$ cat src/rtl/uart_tx_byte.sv
// UART byte serializer: start, 8 data bits LSB first, optional parity, 1 or 2 stop bits,
// followed by a one-cycle done pulse for the upstream TX manager.
module uart_tx_byte #(
  parameter int unsigned CLK_FREQ  = 50_000_000,
  parameter int unsigned BAUD      = 115200,
  parameter int unsigned PARITY    = 0,
  parameter int unsigned STOP_BITS = 1
) (
  input  logic       CLK,
  input  logic       RSTn,
  input  logic       TxEn,
  input  logic [7:0] Tx_Dat,
  output logic       Tx_Done_sig,
  output logic       TXD,
  output logic       Busy
);

  localparam int unsigned BIT_CNT = (CLK_FREQ + BAUD / 2) / BAUD;
  localparam int unsigned CNT_W   = 16;
  localparam int unsigned DATA_W  = 8;
  localparam int unsigned IDX_W   = 3;

  localparam logic [CNT_W-1:0] CNT_LAST  = CNT_W'(BIT_CNT - 1);
  localparam logic [IDX_W-1:0] IDX_LAST  = IDX_W'(DATA_W - 1);
  localparam logic [IDX_W-1:0] STOP_LAST = IDX_W'(STOP_BITS - 1);
  localparam logic             ODD_PAR   = (PARITY == 1);
  localparam logic             HAS_PAR   = (PARITY != 0);

  // Reject parameter sets the counters and FSM cannot represent
  if (BIT_CNT < 4) begin : g_bit_cnt_low
    $error("uart_tx_byte: bit period must be at least 4 clocks");
  end
  if (BIT_CNT > 65536) begin : g_bit_cnt_high
    $error("uart_tx_byte: bit period does not fit the 16-bit baud counter");
  end
  if (PARITY > 2) begin : g_parity_bad
    $error("uart_tx_byte: PARITY must be 0, 1 or 2");
  end
  if (STOP_BITS < 1 || STOP_BITS > 2) begin : g_stop_bad
    $error("uart_tx_byte: STOP_BITS must be 1 or 2");
  end

  typedef enum logic [2:0] {
    S_IDLE,
    S_START,
    S_DATA,
    S_PARITY,
    S_STOP,
    S_DONE
  } state_t;

  state_t             state_q, state_d;
  logic [CNT_W-1:0]   cnt_q, cnt_d;
  logic [IDX_W-1:0]   idx_q, idx_d;
  logic [DATA_W-1:0]  shift_q, shift_d;
  logic               par_q, par_d;
  logic               txd_q, txd_d;
  logic               done_q, done_d;
  logic               busy_q, busy_d;
  logic               bit_end;

  always_ff @(posedge CLK or negedge RSTn) begin
    if (!RSTn) begin
      state_q <= S_IDLE;
      cnt_q   <= '0;
      idx_q   <= '0;
      shift_q <= '0;
      par_q   <= 1'b0;
      txd_q   <= 1'b1;
      done_q  <= 1'b0;
      busy_q  <= 1'b0;
    end else begin
      state_q <= state_d;
      cnt_q   <= cnt_d;
      idx_q   <= idx_d;
      shift_q <= shift_d;
      par_q   <= par_d;
      txd_q   <= txd_d;
      done_q  <= done_d;
      busy_q  <= busy_d;
    end
  end

  // Next state plus next registered line level, derived from the state being entered
  always_comb begin
    state_d = state_q;
    cnt_d   = cnt_q;
    idx_d   = idx_q;
    shift_d = shift_q;
    par_d   = par_q;
    txd_d   = 1'b1;
    done_d  = 1'b0;
    busy_d  = 1'b1;
    bit_end = (cnt_q == CNT_LAST);

    if (state_q != S_IDLE && state_q != S_DONE) begin
      cnt_d = bit_end ? '0 : cnt_q + CNT_W'(1);
    end

    case (state_q)
      S_IDLE: begin
        if (TxEn) begin
          shift_d = Tx_Dat;
          par_d   = (^Tx_Dat) ^ ODD_PAR;
          cnt_d   = '0;
          idx_d   = '0;
          state_d = S_START;
        end
      end
      S_START: begin
        if (bit_end) begin
          idx_d   = '0;
          state_d = S_DATA;
        end
      end
      S_DATA: begin
        if (bit_end) begin
          shift_d = {1'b0, shift_q[DATA_W-1:1]};
          idx_d   = idx_q + IDX_W'(1);
          if (idx_q == IDX_LAST) begin
            idx_d   = '0;
            state_d = HAS_PAR ? S_PARITY : S_STOP;
          end
        end
      end
      S_PARITY: begin
        if (bit_end) begin
          idx_d   = '0;
          state_d = S_STOP;
        end
      end
      S_STOP: begin
        if (bit_end) begin
          if (idx_q == STOP_LAST) begin
            idx_d   = '0;
            state_d = S_DONE;
          end else begin
            idx_d = idx_q + IDX_W'(1);
          end
        end
      end
      S_DONE: begin
        state_d = S_IDLE;
      end
      default: begin
        state_d = S_IDLE;
      end
    endcase

    case (state_d)
      S_IDLE:   busy_d = 1'b0;
      S_START:  txd_d  = 1'b0;
      S_DATA:   txd_d  = shift_d[0];
      S_PARITY: txd_d  = par_d;
      S_DONE:   done_d = 1'b1;
      default:  txd_d  = 1'b1;
    endcase
  end

  assign TXD         = txd_q;
  assign Tx_Done_sig = done_q;
  assign Busy        = busy_q;

endmodule

$ cat config.mk
export PLATFORM = sky130hd
export DESIGN_NAME = uart_tx_byte
export DESIGN_NICKNAME = d
export VERILOG_FILES = /design/src/rtl/uart_tx_byte.sv
export SDC_FILE = /design/constraint.sdc
export NUM_CORES = 1
export LEC_CHECK = 0
export ABC_CLOCK_PERIOD_IN_PS = 3850
export CAP_MARGIN = 20
export CORE_MARGIN = 2
export CORE_UTILIZATION = 40
export DETAILED_ROUTE_END_ITERATION = 7
export DONT_BUFFER_PORTS = 1
export GPL_ROUTABILITY_DRIVEN = 0
export SYNTH_ARGS = -nofsm -noshare
export SYNTH_HDL_FRONTEND = slang
export SYNTH_SLANG_ARGS = --single-unit
$ cat constraint.sdc
create_clock -name CLK -period 3.85 [get_ports CLK]
set_input_delay 0.5775 -clock CLK [delete_from_list [all_inputs] [get_ports CLK]]
set_output_delay 0.5775 -clock CLK [all_outputs]
set_load 0.005 [all_outputs]
# ---- Word level (Yosys, flattened, before mapping)
# Cells that the tools add are included.
dict set report word_totals {
  word_cells 64
  in_bits 11
  regBits 34
}
dict set report classes {
  eq_ne 15
  reduce_logical 11
  add_sub_neg 2
  mux 27
}
# cell n
set ops {}
lappend ops {{$mux W16} 4}
lappend ops {{$mux W3} 13}
lappend ops {{$add A16 B1 Y16 const B} 1}
lappend ops {{$eq A16 B9 Y1 const B} 1}
lappend ops {{$mux W8} 2}
lappend ops {{$pmux W8 S2} 1}
lappend ops {{$pmux W3 S5} 1}
lappend ops {{$eq A3 B2 Y1 const B} 4}
lappend ops {{$pmux W3 S4} 1}
lappend ops {{$eq A3 B3 Y1 const B} 3}
lappend ops {{$logic_not A3 Y1} 3}
lappend ops {{$reduce_xor A8 Y1} 1}
lappend ops {{$eq A3 B1 Y1 const B} 2}
lappend ops {{$ne A2 B2 Y1 const B} 3}
lappend ops {{$reduce_and A5 Y1} 1}
lappend ops {{$mux W1} 4}
lappend ops {{$reduce_bool A4 Y1} 1}
lappend ops {{$add A3 B1 Y3 const B} 1}
lappend ops {{$ne A3 B3 Y1 const B} 1}
lappend ops {{$pmux W1 S3} 1}
lappend ops {{$reduce_and A3 Y1} 1}
lappend ops {{$reduce_bool A3 Y1} 1}
lappend ops {{$ne A2 B1 Y1 const B} 1}
lappend ops {{$reduce_bool A2 Y1} 1}
lappend ops {{2 further kinds} 2}

# ---- Depth between registers and ports, before layout
# Gate-level depths: netlist of run 1.
dict set report depth {
  word_depth 6
  ltp_mapped 9
  depth_no_buf 8
}

# ---- Worst setup path after synthesis of run 1
# No wires, ideal clock.
dict set report synth_timing {
  path_type {register -> register}
  start {reg cnt_q[0]}
  end {reg txd_q, in the netlist TXD}
  slack_ps 1993
  t_arrival_ps 1767
  synth_period_minus_slack_ps 1857
  path_stages_with_launch 9
  n_path_buf 1
  cell_sequence {dfrtp_1 > ha_1 > nor3b_1 > and4_4 > and3_1 > buf_6 > a221o_1 > o21ai_1 > nand3_1}
}
dict set report synth_between {
  word_cells_on_any_way 12
}
# element line_no
set synth_rtl {}
lappend synth_rtl {{start: declaration} 53} ;# logic [CNT_W-1:0] cnt_q, cnt_d;
lappend synth_rtl {{start signal: assignment} 74} ;# cnt_q <= cnt_d;
lappend synth_rtl {{$eq A16 B9 Y1} 94} ;# bit_end = (cnt_q == CNT_LAST);
lappend synth_rtl {{$mux W8} 117} ;# if (bit_end) begin
lappend synth_rtl {{$pmux W8 S2} 100} ;# case (state_q)
lappend synth_rtl {{net shift_d[0]} 55} ;# logic [DATA_W-1:0] shift_q, shift_d;
lappend synth_rtl {{$pmux W1 S3} 150} ;# case (state_d)
lappend synth_rtl {{net txd_d} 57} ;# logic txd_q, txd_d;
lappend synth_rtl {{end signal: assignment} 78} ;# txd_q <= txd_d;
lappend synth_rtl {{end: declaration} 57}
# The timed path passes the listed nets, and every way through them passes these cells. The select of a mux whose other input is x is not followed.
# A chain may end at the register's enable or synchronous reset.

# ---- Worst setup path in the final report of run 1
dict set report layout_timing {
  start {reg state_q[1]}
  end {reg txd_q, in the netlist TXD}
}
dict set report layout_between {
  word_cells_on_any_way 19
}
# element line_no
set layout_rtl {}
lappend layout_rtl {{start: declaration} 52} ;# state_t state_q, state_d;
lappend layout_rtl {{start signal: assignment} 73} ;# state_q <= state_d;
lappend layout_rtl {{$eq A3 B2 Y1 or $logic_not A3 Y1 (tied branches)} 100}
lappend layout_rtl {{$pmux W8 S2 *} 100}
lappend layout_rtl {{net shift_d[0]} 55}
lappend layout_rtl {{$pmux W1 S3 *} 150}
lappend layout_rtl {{net txd_d} 57}
# Mark *: on every way through the listed nets, which the timed path passes. The rest lies on a longest branch.

==> metrics.md, run 1 <==
| Metric | Value |
|---|---|
| Status | `complete, no violations` |
| Die extent in x | `72.0 um` |
| NetSw | `0.247 mW` |
| Maximum clock insertion buffer count | `2` |
| P_int | `0.619 mW` |
| Critical-path top delay cell | `dfrtp_1` |
| Top delay family on crit path | `simple AND/OR/NAND/NOR gates` |
| Residual DRC | `0` |
| GRT busiest layer | `met2` |
| CP max FO | `13` |
| Seq/Total Area, Yosys | `46.1%` |
| Logic pwr share | `16.2%` |
| Layout cells sized above 1 | `a little over 10%` |
| Root buffer cell | `clkbuf_8` |
| Drt initial violations | `34` |
| # fillers | `418` |
| Via count | `1,329` |
| Cts repair resizes | `0` |
| Final nets | `between 200 and 250` |
| CP Cell Sequence | `nor2b_1 > and2_1 > a31oi_2 > a221o_1 > o21ai_1 > nand3_1` |
| R2R Setup Slk | `around 1.7 ns` |
| Post-CTS setup buffers | `0` |
| Type of origin of the critical path | `flop` |
| Leakage Power | `0.886 nW` |
| Clk pwr share | `30.7%` |
| DR vias/cell | `5.42` |
| Launching point of the worst reg2reg path | `state_q[1]` |
| Fin crit share | `between 50% and 60%` |
| Peak Freq | `475 MHz` |
| First-pass GRT wire length | `5690 um` |
| Post-Syn Instances | `191` |
| Power per cell area | `438 nW/um2` |
| Cts hold-fix bufs | `1` |
| Syn-to-layout area delta | `6.77%` |
| Vias in the first global route | `about 1,300` |
| Hold Path Class | `input port to asynchronous set/reset pin` |
| Sequential share of power | `53.1%` |
| Met2 Track Usage GR | `22.7%` |
| CP endpoint kind | `flop` |
| Worst EP arrival | `2.31 ns` |
| Clock Skew | `0.00414 ns` |
| Top cells by area, synth | `dfrtp_1 45%, xor2_1 6.2%, nor2_1 5.1%` |
| Yosys top cell area share | `~45%` |
| Port Buf Inserts | `0` |
| WL final | `3320 um` |
| Core ar. | `about 4400 um2` |
| Sw frac | `28.5%` |
| Max cap viols | `0` |
| RR Endpoint | `TXD` |
| EDFF count, synth | `0` |
| Post-synth ARST share | `100%` |
| CTS H-Tree Depth | `2` |
| Final Max Slew Viols | `0` |
| Hold Violations, Final | `0` |
| Drt pass-1 iters | `4` |
| Biggest area consumer among synthesized cells | `dfrtp_1` |
| VDD IR-drop max | `0.000256 V` |
| Starting Density | `around two fifths` |
| Max stage delay on crit path | `0.54 ns` |
| Total Neg Setup Slack | `0 ns` |
| Site Rows | `24` |
| CTS tree | `done` |
| GR Util met3 | `3.47%` |
| RSZ-0062 raised after global routing | `no` |
| All-Layer GR Usage | `roughly 14%` |
| Syn avg cell area | `9.68 um2` |
| Slew headroom | `63.4%` |
| Antenna Cells | `0` |
| Initial antenna violation count | `0` |
| Worst-case reg-to-reg path depth | `6` |
| Wirelength per Cell | `around 14 um` |
| Met1 usage | `17.8%` |
| Minimum clock period | `2.10 ns` |
| Clock Sinks | `34` |
| Tightest Pin Transition | `around 0.55 ns` |
| Crit Path Class | `flop to flop` |
| Largest net degree at the start of global routing | `34` |
| Total die area | `5180 um2` |
| Clock Pin Slew Worst Setup and Hold Paths | `about 0.070 ns` |
| Worst path required time | `4.05 ns` |
| Final setup viols | `0` |
| Dpl hpwl | `approximately 2400 um` |
| Final setup margin | `roughly 1.7 ns` |
| Mapped Area | `1850 um2` |
| Clk_lat worst skew | `about 0.29 ns` |
| Number of top-level pins | `14` |
| Antenna Nets Post-Route | `0` |
| Yosys warns | `0` |
| Pre-CTS WS | `1.52 ns` |
| Yosys reg bits | `34` |
| Number of buffers created by CTS | `5` |
| Grt ovf | `0` |
| Yosys cell types | `40` |
| Die outline height | `approximately 70 um` |
| Worst Path Buf+Inv | `0` |
| Commonest register cell after synthesis | `dfrtp_1` |
| Post-Syn Nets | `207` |
[metal layers]
metal,part of all wire (%),up-vias
met5,0,-
met4,2.1,0
met3,4.7,8
met2,46,32
met1,47,632
li1,-,657
[worst register-to-register path: cells and delay by family (launching register included)]
kind            cells  cell delay (ns)
simple gates        3             0.81
compound gates      3             0.68
flops               1             0.54
[worst max-delay path by stage]
stage / startpoint / end / slack, ns / cells past startpoint
2_1_floorplan: cnt_q[0] / TXD / 1.99 / 8
3_3_place_gp: cnt_q[1] / cnt_q[15] / 1.70 / 6
3_5_place_dp: cnt_q[1] / cnt_q[4] / 1.52 / 6
4_1_cts: cnt_q[1] / cnt_q[4] / 1.51 / 6
5_1_grt: cnt_q[0] / TXD / 1.49 / 7
6_report: state_q[1] / TXD / 1.75 / 6
[cells in the final DEF, fill, tap and decap left out, drive strengths merged]
cell,instances
dfstp,1
o21bai,2
ha,5
a221o,1
and4,3
nor3,1
and2,1
nor4,3
or3,2
a21o,1
and3,5
nand2b,2
clkinv,1
clkbuf,7
o21ai,8
inv,9
nand2,17
dfrtp,33
nor3b,3
buf,2
nand4b,1
or3b,1
o31ai,1
a22oi,6
xor2,13
nand4,4
nand3,10
xnor2,10
a21oi,8
nor2,26
nor2b,1
a31oi,2
nor4b,3
[final cells by class]
class	instances	area, um2	share of cell area (%)
multi-input cells	140	905	45.8
flip-flops and latches	34	852	43.2
clock buffers	7	86.3	4.37
well taps	52	65.1	3.30
inverters	9	33.8	1.71
repair buffers	2	27.5	1.39
clock inverters	1	5.00	0.253
[cells by family after synthesis]
family          share of synthesized area [%]
simple gates                             24.6
compound gates                           10.0
flops                                    46.1
buf+inv                                  5.01
xor+xnor                                 10.9
fa+ha+maj                                3.38
[cell usage after synthesis, types with 2 or more instances]
cell type	count
or3_1	2
buf_6	3
ha_1	5
and4_4	2
nand4_1	4
and3_1	4
o21ai_0	7
o21bai_1	2
nor2_1	25
a21oi_1	8
a22oi_1	6
nor3b_1	2
inv_1	9
nor4_1	2
xor2_1	13
buf_2	5
nand2_1	17
xnor2_1	10
nor4b_1	2
nand2b_1	2
nand3_1	10
dfrtp_1	33
[registers in the layout (all words and copies together) (netlist names)]
name,count
shift_q,8
Tx_Done_sig,1
state_q,3
cnt_q,16
Busy,1
TXD,1
idx_q,3
par_q,1
[per-stage QoR]
stage | area, um2 | total power, mW | util (%) | cells | hold slack (ns)
2_1_floorplan | 1850 | 0.565 | - | 191 | 0.282
3_3_place_gp | 1860 | 0.586 | 42.0 | 235 | 0.283
3_5_place_dp | 1860 | 0.598 | 42.0 | 235 | 0.283
4_1_cts | 1970 | 0.879 | 44.6 | 244 | 0.108
5_1_grt | 1970 | 0.921 | 44.7 | 245 | 0.112
6_report | 1970 | 0.865 | 44.7 | 245 | 0.113
[power by group through the flow]
stage          registers, mW  clock network [mW]  logic [mW]
6_report               0.460               0.266       0.140
5_1_grt                0.466               0.293       0.162
4_1_cts                0.459               0.278       0.142
3_5_place_dp           0.466                   0       0.132
3_3_place_gp           0.461                   0       0.125
2_1_floorplan          0.447                   0       0.118
Note: power is estimated with default switching activity, not from simulation.
==> run 2, diff against run 1 <==
Settings changed: ABC_CLOCK_PERIOD_IN_PS 3850 to 1800.
Clock period 3.85 ns to 1.8 ns, I/O delays scaled along.
==> run 2 against run 1 <==
Against the previous run: the flow now finishes with violations (setup timing); hold slack better by 0.016 ns; non-clock buffer count is 24 higher; global-route usage is 1.6 points higher; final area is 12% higher; first-iteration DRC count grew to 2.5 times the previous value; register-to-register slack worse by 1.7 ns; cell count is 9.8% higher; via count is 8.3% higher; combinational power grew to 3.2 times the previous value; clock power is 120% higher; critical path depth is 2 higher; highest routed layer unchanged.
==> metrics.md, run 2 (synthesis gave the netlist of run 1 again) <==
| Metric | Value |
|---|---|
| First-pass GRT wire length | `6440 um (was 5690 um)` |
| Vias in the first global route | `1,451 (was 1,287)` |
| DR vias/cell | `5.35 (was 5.42)` |
| Final Max Slew Viols | `0 (unchanged)` |
| Met2 routed WL | `1850 um (was 1540 um)` |
| Hold Crit Depth | `2` |
| Crit Path Class | `flop to flop (unchanged)` |
| Cell Count Post-Placement | `258 (was 235)` |
| Max stage delay on crit path | `0.38 ns (was 0.54 ns)` |
| Critical hold path startpoint | `Tx_Dat[7]` |
| Failing checks | `setup timing` |
| Most common cell after layout, fill and taps aside | `dfrtp_1 (unchanged)` |
| Total die area | `5180 um2 (unchanged)` |
| Site Rows | `24 (unchanged)` |
| Syn-to-layout area delta | `19.1% (was 6.77%)` |
| Worst EP arrival | `2.02 ns (was 2.31 ns)` |
| Hold Violations, Final | `0 (unchanged)` |
| Port Buf Inserts | `0 (unchanged)` |
| Root buffer cell | `clkbuf_8 (unchanged)` |
| Via count | `1,439 (was 1,329)` |
| Type of origin of the critical path | `flop (unchanged)` |
| R2R Setup Slk | `-0.0005 ns (was 1.75 ns)` |
| Peak Freq | `555 MHz (was 475 MHz)` |
| Top flop regs | `cnt_q x16, shift_q x8 (unchanged)` |
| Number of top-level pins | `14 (unchanged)` |
| WL met1 | `1710 um (was 1550 um)` |
| Initial antenna violation count | `0 (unchanged)` |
| Final Non-Filler Cells | `269 (was 245)` |
| Clk_lat worst skew | `0.28 ns (was 0.29 ns)` |
| Worst Path Buf+Inv | `1 (was 0)` |
| Layout cells sized above 1 | `22.6% (was 10.4%)` |
| Die extent in x | `72.0 um (unchanged)` |
| Top Metal Used | `met4 (unchanged)` |
| Most frequent cells in the layout | `33 x dfrtp_1, 25 x nor2_1, 24 x buf_4, 17 x nand2_1, 13 x xor2_1 (was 33 x dfrtp_1, 25 x nor2_1, 17 x nand2_1, 13 x xor2_1)` |
| Leakage Power | `1.02 nW (was 0.886 nW)` |
| CP max FO | `4 (was 13)` |
| All-Layer GR Usage | `15.8% (was 14.2%)` |
| Drt initial violations | `86 (was 34)` |
| RSZ-0062 raised after global routing | `yes (was no)` |
| Power per cell area | `901 nW/um2 (was 438 nW/um2)` |
| Fin crit share | `100% (was 54.7%)` |
| Number of buffers created by CTS | `5 (unchanged)` |
| Hold EP | `shift_q[7]` |
| Die outline height | `72.0 um (unchanged)` |
| CP Cell Sequence | `inv_1 > ha_2 > nor3b_2 > and4_4 > nor3b_4 > nor2_2 > or3b_1 > nand3_1 (was nor2b_1 > and2_1 > a31oi_2 > a221o_1 > o21ai_1 > nand3_1)` |
| Biggest register | `cnt_q (unchanged)` |
| CTS tree | `done (unchanged)` |
| CTS H-Tree Depth | `2 (unchanged)` |
| Final setup margin | `-0.000506 ns (was 1.75 ns)` |
| Drt pass-1 iters | `5 (was 4)` |
| Clock Sinks | `34 (unchanged)` |
| VDD IR-drop max | `0.000430 V (was 0.000256 V)` |
| Hold Path Class | `input port to flop (was input port to asynchronous set/reset pin)` |
| Largest net degree at the start of global routing | `35 (was 34)` |
| Dpl hpwl | `2720 um (was 2390 um)` |
| Launching point of the worst reg2reg path | `cnt_q[1] (was state_q[1])` |
| Metal3 WL | `109 um (was 155 um)` |
| CP endpoint kind | `flop (unchanged)` |
| Top delay family on crit path | `simple AND/OR/NAND/NOR gates (unchanged)` |
| Minimum clock period | `1.80 ns (was 2.10 ns)` |
| Maximum clock insertion buffer count | `2 (unchanged)` |
| Flip-flop count of the largest register after layout | `16 (unchanged)` |
| Antenna Cells | `0 (unchanged)` |
| Max cap viols | `0 (unchanged)` |
| Tightest Pin Transition | `0.304 ns (was 0.548 ns)` |
| Final nets | `232 (was 208)` |
| Total Neg Setup Slack | `-0.000506 ns (was 0 ns)` |
| Antenna Nets Post-Route | `0 (unchanged)` |
| Core ar. | `4410 um2 (unchanged)` |
| RR Endpoint | `TXD (unchanged)` |
| Grt ovf | `0 (unchanged)` |
| Critical-path top delay cell | `dfrtp_1 (unchanged)` |
| Starting Density | `41.9% (unchanged)` |
| Residual DRC | `0 (unchanged)` |
| Worst-case reg-to-reg path depth | `8 (was 6)` |
| WL final | `3720 um (was 3320 um)` |
| Clock Skew | `0.00620 ns (was 0.00414 ns)` |
| Status | `finished, violations left (was complete, no violations)` |
| Slew headroom | `79.5% (was 63.4%)` |
| Wirelength per Cell | `13.8 um (was 13.6 um)` |
| Clock Pin Slew Worst Setup and Hold Paths | `0.07 ns (about the same)` |
| Final setup viols | `1 (was 0)` |
| Worst path required time | `2.02 ns (was 4.05 ns)` |
## run 2: cell count changes in the layout (fill, tap and decap cells not counted), sizes merged
cell / previous run / this run
buf: 2 / 25
clkbuf: 7 / 8
clkinv: 1 / 0
dlygate4sd3: 0 / 1
## run 2: routing by layer
metal / global-route usage (%) / vias to the layer above
met3: 3.75 / 8
met4: 5.03 / 0
met5: 0 / -
met2: 27.3 / 22
met1: 19.5 / 705
li1: - / 704
## run 2: metrics by stage
step / setup WS, ns / instance area, um2 / util, % / hold slack (ns) / power [mW]
after floorplan: 0.0124 / 1860 / - / -0.0256 / 1.22
after global placement: 0.00843 / 2040 / 46.1 / -0.0246 / 1.35
after detailed placement: -0.0430 / 2040 / 46.1 / -0.0247 / 1.38
after CTS: -0.0103 / 2180 / 49.5 / 0.123 / 2.01
after global routing: -0.121 / 2200 / 49.9 / 0.129 / 2.11
final: -0.000506 / 2200 / 49.9 / 0.129 / 1.98
## run 2: worst max path at each step
| stage | slack (ns) | cells past startpoint | start | to |
|---|---|---|---|---|
| finish | -0.0005 | 8 | cnt_q[1] | TXD |
| global route | -0.12 | 8 | cnt_q[1] | TXD |
| CTS | -0.01 | 8 | cnt_q[1] | TXD |
| detailed placement | -0.04 | 8 | cnt_q[1] | TXD |
| global placement | 0.008 | 8 | cnt_q[1] | TXD |
| floorplan | 0.01 | 9 | cnt_q[1] | TXD |
## run 2: power breakdown
group          total, mW  internal [mW]  switching (mW)
registers          0.957          0.868          0.0888
clock network      0.575          0.312           0.264
logic              0.451          0.238           0.213
## run 2: layout make-up
type                            count  area (um2)
Clock buffer                        8        90.1
Fill cell                         401        2210
Inverter                            9        33.8
Multi-Input combinational cell    140         951
Sequential cell                    34         852
Tap cell                           52        65.1
Timing Repair Buffer               26         210
## run 2: what timing repair did
action,CTS,global route
endpoints found under the hold margin,34,0
cloned,0,0
hold buffers,2,0
pin swaps,2,2
endpoints found under the setup margin,1,4
buffers inserted,1,0
resized for setup,3,3
